==> config.mk <==
export PLATFORM = sky130hd
export DESIGN_NAME = mul_sequencer
export DESIGN_NICKNAME = d
export VERILOG_FILES = /design/src/rtl/mul_sequencer.sv
export SDC_FILE = /design/constraint.sdc
export NUM_CORES = 1
export LEC_CHECK = 0
export CORE_ASPECT_RATIO = 0.6
export CORE_MARGIN = 1.5
export CORE_UTILIZATION = 50
export CTS_CLUSTER_SIZE = 24
export DETAILED_ROUTE_END_ITERATION = 8
export GPL_ROUTABILITY_DRIVEN = 0
export PLACE_DENSITY = 0.86
export SETUP_SLACK_MARGIN = 0.4
export SYNTH_ARGS = -nofsm -noshare
export SYNTH_HDL_FRONTEND = slang
export SYNTH_HIERARCHICAL = 1
export SYNTH_SLANG_ARGS = --single-unit
==> constraint.sdc <==
create_clock -name clk -period 22.5 [get_ports clk]
set_clock_uncertainty 0.2 [all_clocks]
set_input_delay 3.375 -clock clk [delete_from_list [all_inputs] [get_ports clk]]
set_output_delay 3.375 -clock clk [all_outputs]
set_load 0.01 [all_outputs]
==> src/rtl/mul_sequencer.sv <==
// Unsigned shift-add multiplier sequencer for the execute stage.
// One ripple adder is reused for WIDTH iterations, one bit per cycle.

module rippleAdder #(
    parameter int ADDER_SIZE = 8
) (
    input  logic [ADDER_SIZE-1:0] a,
    input  logic [ADDER_SIZE-1:0] b,
    output logic [ADDER_SIZE-1:0] sum,
    output logic                  overflow
);

    logic [ADDER_SIZE:0] carry;

    assign carry[0] = 1'b0;

    for (genvar i = 0; i < ADDER_SIZE; i++) begin : gBit
        assign sum[i]       = a[i] ^ b[i] ^ carry[i];
        assign carry[i + 1] = (a[i] & b[i]) | (carry[i] & (a[i] ^ b[i]));
    end

    // Signed overflow; the multiplier works unsigned and ignores it.
    assign overflow = carry[ADDER_SIZE] ^ carry[ADDER_SIZE-1];

endmodule

module mul_sequencer #(
    parameter int WIDTH = 32
) (
    input  logic               clk,
    input  logic               rstN,
    input  logic               start,
    input  logic [WIDTH-1:0]   multiplicand,
    input  logic [WIDTH-1:0]   multiplier,
    output logic               busy,
    output logic               done,
    output logic [2*WIDTH-1:0] product
);

    localparam int CW = $clog2(WIDTH + 1);
    localparam logic [CW-1:0] LAST = CW'(WIDTH - 1);

    localparam logic [1:0] IDLE = 2'd0;
    localparam logic [1:0] RUN  = 2'd1;
    localparam logic [1:0] DONE = 2'd2;

    logic [1:0]         state;
    logic [WIDTH-1:0]   mcand;
    logic [2*WIDTH:0]   acc;
    logic [CW-1:0]      count;

    logic [WIDTH-1:0]   hi;
    logic [WIDTH-1:0]   lo;
    logic [WIDTH:0]     addSum;
    logic [WIDTH:0]     partial;
    logic [2*WIDTH:0]   shifted;
    logic               addOvfUnused;
    logic               accTopUnused;

    assign hi = acc[2*WIDTH-1:WIDTH];
    assign lo = acc[WIDTH-1:0];

    // The carry bit of acc is always cleared by the shift.
    assign accTopUnused = acc[2*WIDTH];

    rippleAdder #(
        .ADDER_SIZE(WIDTH + 1)
    ) uAdder (
        .a       ({1'b0, hi}),
        .b       ({1'b0, mcand}),
        .sum     (addSum),
        .overflow(addOvfUnused)
    );

    assign partial = acc[0] ? addSum : {1'b0, hi};

    // {carry, hi, lo} shifted right by one, with carry landing in hi's MSB.
    assign shifted = {1'b0, partial, lo[WIDTH-1:1]};

    assign busy = (state == RUN);

    // Control FSM plus datapath registers; product latches on the last step.
    always_ff @(posedge clk or negedge rstN) begin
        if (!rstN) begin
            state   <= IDLE;
            done    <= 1'b0;
            product <= '0;
            count   <= '0;
            acc     <= '0;
            mcand   <= '0;
        end else begin
            done <= 1'b0;
            unique case (state)
                IDLE: begin
                    if (start) begin
                        mcand <= multiplicand;
                        acc   <= {1'b0, {WIDTH{1'b0}}, multiplier};
                        count <= '0;
                        state <= RUN;
                    end
                end
                RUN: begin
                    acc   <= shifted;
                    count <= count + CW'(1);
                    if (count == LAST) begin
                        state   <= DONE;
                        done    <= 1'b1;
                        product <= shifted[2*WIDTH-1:0];
                    end
                end
                DONE: begin
                    state <= IDLE;
                end
                default: begin
                    state <= IDLE;
                end
            endcase
        end
    end

endmodule

==> key figures, run 1 <==
GRT
  • All-layer global routing usage: approximately 22%
  • Via count of the first global-routing pass: 5357
  • Global-route wire length before repair: 27600 um
  • Antenna violations before repair: 0
  • Maximum number of pins on one net before global-route repair: 103
  • Final global-route overflow total: 0

Die
  • Die Outline Area: around 16000 um2
  • Effective utilization at floorplan: 51.7%
  • Height of the die: 98.3 um
  • Die X: 162 um
  • IO Count: 133
  • Standard-cell rows: 34
  • Placeable core area: 14600 um2

Timing
  • Top achievable clock speed: approximately 0.073 GHz
  • Unrepaired setup endpoints after global routing: false
  • Fin crit share: roughly three fifths
  • Tightest Pin Transition: approximately 1.1 ns
  • Hold Vio Cnt, Final: 0
  • Endpoints failing setup: 0
  • Crit path time final: 13.71 ns
  • Final sum of negative setup slack: 0 ns
  • Max-slew violation count: 0
  • Worst relative slew slack: between 20% and 30%

Final layout
  • Post-layout nets: 880
  • Post-synthesis to final-layout area growth: 25.9%
  • Final Non-Filler Cells: 988
  • Leading cell types in the layout, fill and taps excluded: 168 x sky130_fd_sc_hd__dfrtp_1, 131 x sky130_fd_sc_hd__clkdlybuf4s50_1, 116 x sky130_fd_sc_hd__nand2_1
  • Filler cell count in the final layout: 1125
  • Layout cells sized above 1: 7.09%
  • Inserted Diodes: 0
  • Commonest non-fill, non-tap cell in the layout: sky130_fd_sc_hd__dfrtp_1

Clocking
  • Resized Gates After CTS: 0
  • Clock root buffer: sky130_fd_sc_hd__clkbuf_16
  • Clock tree from TritonCTS: yes
  • CTS hold repair buffers: 0
  • Number of levels the H-tree was split into: 4
  • Clock slew at the register clock pins of the worst setup and hold paths: roughly 0.060 ns
  • Worst-case clock buffer depth: 2
  • Insertion delay of the later-clocked pin in the worst-skew pair: 0.41 ns
  • Clock tree sinks: 169
  • Clock buffer count from CTS: 17
  • Post-CTS Setup Repair Bufs: 0

Synthesis
  • Warnings from Yosys: 6
  • Post-synthesis average cell area: 11.4 um2
  • Cells after Synth: 662
  • Syn Std Cell Area: 7560 um2

Route
  • Detailed-route DRC error count: 0
  • Sum of routed wire length over all layers: 16500 um
  • Met3 wire length: approximately 900 um
  • Number of search-and-repair iterations in the first detailed-routing pass: 5
  • Via/cell ratio: between 5 and 6
  • Wire length on met1: ~8200 um
  • Initial DRC Count: 333
  • Wire length on met2: 7310 um
  • Avg WL per Cell: 16.7 um
  • Post-detailed-route count of antenna-violating nets: 0
  • Uppermost layer routed: met4
  • Total number of vias: 5169

Worst setup path
  • Max stage delay cell, worst path: sky130_fd_sc_hd__fa_1
  • Crit path capture type: flip-flop
  • Start-to-end type of the worst setup path: flip-flop to flip-flop
  • Largest incremental delay on the critical path: around 0.43 ns
  • Data arrival time at the worst-slack endpoint: around 14 ns
  • Cell mode on critical path: sky130_fd_sc_hd__fa_1
  • Required arrival time at the worst endpoint: 22.55 ns
  • Worst-path fanout max: 3
  • CP startpoint kind: flip-flop

Place
  • Total of buffers placed on input and output ports: 132
  • Half-perimeter wire length after placement: 10600 um
  • Post-placement cell count: between 900 and 1000

Status
  • Status: finished clean

Pwr
  • Power density normalized to cell area: 124 nW/um2
  • Maximum vdd drop: 0.0581 mV
  • Leakage power: 4.09 nW
  • Overall power consumption: 0.00118 W

Min path
  • Path type of the worst min-delay path: flip-flop to flip-flop

Run
  • Maxcap violations: 0
[area by class of cell]
type,instances,area [um2],share of cell area (%)
inverters,31,116,1.22
repair buffers,137,1360,14.3
flip-flops and latches,169,4230,44.4
well taps,198,248,2.60
clock inverters,7,70.1,0.736
clock buffers,23,468,4.92
multi-input cells,423,3030,31.8
[registers in the layout (all words and copies together), names as in the netlist]
register  count
acc          64
product      64
mcand        32
count         6
state         2
done          1
[power by group]
| part | total (W) | internal [W] | switching, W |
|---|---|---|---|
| Combinational | 0.000407 | 0.000196 | 0.000211 |
| Sequential | 0.000499 | 0.000402 | 0.0000975 |
| Clock | 0.000274 | 0.000157 | 0.000117 |
| Total | 0.00118 | 0.000755 | 0.000425 |
[metrics by stage]
stage / hold slack [ns] / area [um2] / util (%) / setup slack, ns
final: 0.285 / 9520 / 65.0 / 8.79
after global routing: 0.300 / 9520 / 65.0 / 8.35
after CTS: 0.288 / 9520 / 65.0 / 8.78
after detailed placement: 0.274 / 8980 / 61.4 / 8.86
after global placement: 0.263 / 8980 / 61.4 / 9.09
after floorplan: 0.246 / 7570 / - / 9.41
[path summary, 6_finish.rpt]
check / start / slack [ns] / depth (start not counted) / endpoint
max: acc[32] / 8.79 / 37 / acc[63]
min: product[62] / 0.29 / 1 / product[62]
max reg2reg: acc[32] / 8.79 / 37 / acc[63]
min reg2reg: product[62] / 0.29 / 1 / product[62]
max in group asynchronous: rstN / 17.84 / 2 / acc[31]
min in group asynchronous: rstN / 2.81 / 1 / acc[22]
[worst max-delay path, delay by kind of cell (launching register included)]
kind,cells,cell delay [ns]
compound gates,1,0.08
fa+ha+maj,33,12.66
buf+inv,2,0.11
flops,1,0.39
simple gates,1,0.10
[routing by layer]
metal / track usage, % / vias up
met5: 0 / -
met4: 5.79 / 0
met3: 4.08 / 11
met2: 33.3 / 152
met1: 33.3 / 2580
li1: - / 2426
Note: power is estimated with default switching activity, not from simulation.
==> run 2, diff against run 1 <==
--- a/config.mk
+++ b/config.mk
@@ -7,11 +7,11 @@
 export LEC_CHECK = 0
 export CORE_ASPECT_RATIO = 0.6
 export CORE_MARGIN = 1.5
-export CORE_UTILIZATION = 50
+export CORE_UTILIZATION = 48
 export CTS_CLUSTER_SIZE = 24
 export DETAILED_ROUTE_END_ITERATION = 8
 export GPL_ROUTABILITY_DRIVEN = 0
-export PLACE_DENSITY = 0.86
+export PLACE_DENSITY = 0.87
 export SETUP_SLACK_MARGIN = 0.4
 export SYNTH_ARGS = -nofsm -noshare
 export SYNTH_HDL_FRONTEND = slang
==> constraint.sdc (replaced) <==
create_clock -name clk -period 12.2 [get_ports clk]
set_clock_uncertainty 0.2 [all_clocks]
set_input_delay 1.83 -clock clk [delete_from_list [all_inputs] [get_ports clk]]
set_output_delay 1.83 -clock clk [all_outputs]
set_load 0.01 [all_outputs]
==> key figures, run 2 (same netlist as run 1, synthesis figures left out) <==
Status
  • Status: finished, violations left
  • Violations in the final reports: negative setup slack

Timing
  • Final critical-path setup slack: -0.205 ns
  • Hold Vio Cnt, Final: 0
  • Worst relative slew slack: approximately 25%
  • Endpoints failing setup: 4
  • Crit path time final: 12.41 ns
  • Max-slew violation count: 0
  • Fin crit share: 102%
  • Smallest hold slack: 0.284 ns
  • Top achievable clock speed: approximately 0.081 GHz
  • Unrepaired setup endpoints after global routing: true
  • Tightest Pin Transition: 1.12 ns

Clocking
  • Insertion delay of the later-clocked pin in the worst-skew pair: 0.43 ns
  • Clock tree from TritonCTS: yes
  • Worst-case clock buffer depth: 2
  • Clock root buffer: sky130_fd_sc_hd__clkbuf_16
  • Clock buffer count from CTS: 17
  • Number of levels the H-tree was split into: 4
  • Clock slew at the register clock pins of the worst setup and hold paths: 0.07 ns
  • Clock tree sinks: 169

Place
  • Total of buffers placed on input and output ports: 132
  • Half-perimeter wire length after placement: 10700 um

GRT
  • Global-route wire length before repair: 27700 um
  • Via count of the first global-routing pass: 5267
  • All-layer global routing usage: 21.9%
  • Final global-route overflow total: 0
  • Maximum number of pins on one net before global-route repair: 103
  • Antenna violations before repair: 0

Worst setup path
  • Data arrival time at the worst-slack endpoint: about 12 ns
  • Crit path capture type: flip-flop
  • Worst-path fanout max: 2
  • Start-to-end type of the worst setup path: flip-flop to flip-flop
  • Max stage delay cell, worst path: sky130_fd_sc_hd__fa_1
  • Largest incremental delay on the critical path: about 0.43 ns
  • Required arrival time at the worst endpoint: 12.26 ns
  • Delay-heaviest family, CP: adder cells
  • CP startpoint kind: flip-flop
  • Worst Path Buf+Inv: 2
  • Cell mode on critical path: sky130_fd_sc_hd__fa_2

Route
  • Detailed-route DRC error count: 0
  • Via/cell ratio: 5.21
  • Avg WL per Cell: 16.6 um
  • Sum of routed wire length over all layers: 16600 um
  • Number of search-and-repair iterations in the first detailed-routing pass: 4
  • Post-detailed-route count of antenna-violating nets: 0
  • Total number of vias: a little over 5000
  • Initial DRC Count: about 360

Pwr
  • Net switching power figure: 0.000819 W
  • Maximum vdd drop: 0.0982 mV
  • Share of total power in combinational logic: roughly 35%
  • Sequential share of power: about two fifths
  • Switching share of power: 37.0%
  • Internal power: 0.00140 W
  • Leakage power: between 4 and 5 nW
  • Power density normalized to cell area: 230 nW/um2
  • Clk pwr share: 22.8%

Die
  • Die X: about 170 um
  • Effective utilization at floorplan: 49.2%
  • Placeable core area: 15400 um2
  • IO Count: 133
  • Height of the die: 100 um
  • Standard-cell rows: 35
  • Die Outline Area: 16500 um2

Final layout
  • Commonest non-fill, non-tap cell in the layout: sky130_fd_sc_hd__dfrtp_1
  • Layout cells sized above 1: 12.5%
  • Leading cell types in the layout, fill and taps excluded: 168 x sky130_fd_sc_hd__dfrtp_1, 131 x sky130_fd_sc_hd__clkdlybuf4s50_1, 114 x sky130_fd_sc_hd__nand2_1
  • Inserted Diodes: 0
  • Post-synthesis to final-layout area growth: 27.3%
  • Final core utilization: 62.6%
  • Largest registers: acc (64), product (64), mcand (32)
  • Post-layout nets: 881

Min path
  • Path type of the worst min-delay path: flip-flop to flip-flop

Run
  • Maxcap violations: 0
-- run 2: changes by cell type in the layout (fill, tap and decap cells not counted), moves of 2 or more --
| cell | previous run | this run |
|---|---|---|
| sky130_fd_sc_hd__fa_1 | 32 | 1 |
| sky130_fd_sc_hd__inv_1 | 31 | 29 |
| sky130_fd_sc_hd__inv_6 | 1 | 6 |
| sky130_fd_sc_hd__fa_2 | 0 | 31 |
| sky130_fd_sc_hd__nand2_2 | 0 | 2 |
| sky130_fd_sc_hd__mux2_4 | 0 | 2 |
| sky130_fd_sc_hd__nand2_1 | 116 | 114 |
| sky130_fd_sc_hd__clkbuf_8 | 2 | 0 |
| sky130_fd_sc_hd__clkbuf_1 | 4 | 1 |
| sky130_fd_sc_hd__inv_2 | 0 | 2 |
-- run 2: cell type report --
| type | count | area [um2] |
|---|---|---|
| Timing Repair Buffer | 138 | 1370 |
| Sequential cell | 169 | 4230 |
| Multi-Input combinational cell | 423 | 3120 |
| Inverter | 31 | 116 |
| Clock buffer | 18 | 429 |
| Clock inverter | 14 | 111 |
| Tap cell | 203 | 254 |
| Fill cell | 1194 | 5740 |
-- run 2: routing by layer --
| layer | vias to the layer above | GRT usage, % | wire length, um |
|---|---|---|---|
| met4 | 0 | 6.38 | 170 |
| li1 | 2432 | - | - |
| met5 | - | 0 | 0 |
| met2 | 145 | 31.8 | 7280 |
| met1 | 2601 | 32.6 | 8150 |
| met3 | 14 | 5.37 | 956 |
-- run 2: path summary, 6_finish.rpt --
path,cells past startpoint,to,startpoint,slack (ns)
max,37,acc[63],acc[32],-0.21
min,2,mcand[16],mcand[16],0.28
max reg2reg,37,acc[63],acc[32],-0.21
min reg2reg,2,mcand[16],mcand[16],0.28
max in group asynchronous,2,product[4],rstN,9.06
min in group asynchronous,1,product[37],rstN,1.32
-- run 2: worst reg2reg max path, delay by kind of cell, from the launching register on --
kind / cells / cell delay (ns)
flops: 1 / 0.39
simple gates: 1 / 0.09
fa+ha+maj: 33 / 11.38
buf+inv: 2 / 0.10
compound gates: 1 / 0.08
-- run 2: per-stage QoR --
step | instances | total power, W | TNS [ns] | worst slack [ns] | area, um2
final | 996 | 0.00222 | -0.594 | -0.205 | 9630
after global routing | 996 | 0.00240 | -1.67 | -0.455 | 9630
after CTS | 995 | 0.00222 | -0.637 | -0.211 | 9610
after detailed placement | 963 | 0.00171 | -0.298 | -0.113 | 9060
after global placement | 963 | 0.00164 | 0 | 0.0788 | 9060
after floorplan | 663 | 0.00145 | 0 | 0.288 | 7640
-- run 2: power by group through the flow --
| stage | logic [W] | clock network, W | registers [W] |
|---|---|---|---|
| detailed placement | 0.000774 | 0 | 0.000935 |
| floorplan | 0.000566 | 0 | 0.000879 |
| CTS | 0.000779 | 0.000512 | 0.000928 |
| finish | 0.000784 | 0.000505 | 0.000927 |
| global placement | 0.000714 | 0 | 0.000925 |
| global route | 0.000895 | 0.000543 | 0.000957 |
-- run 2: repair_timing --
item	CTS	global route
hold buffers	0	0
pin swaps	0	1
setup endpoints to repair	6	6
hold endpoints to repair	0	0
buffers inserted	0	1
gates resized for setup	0	6
gates cloned	0	0
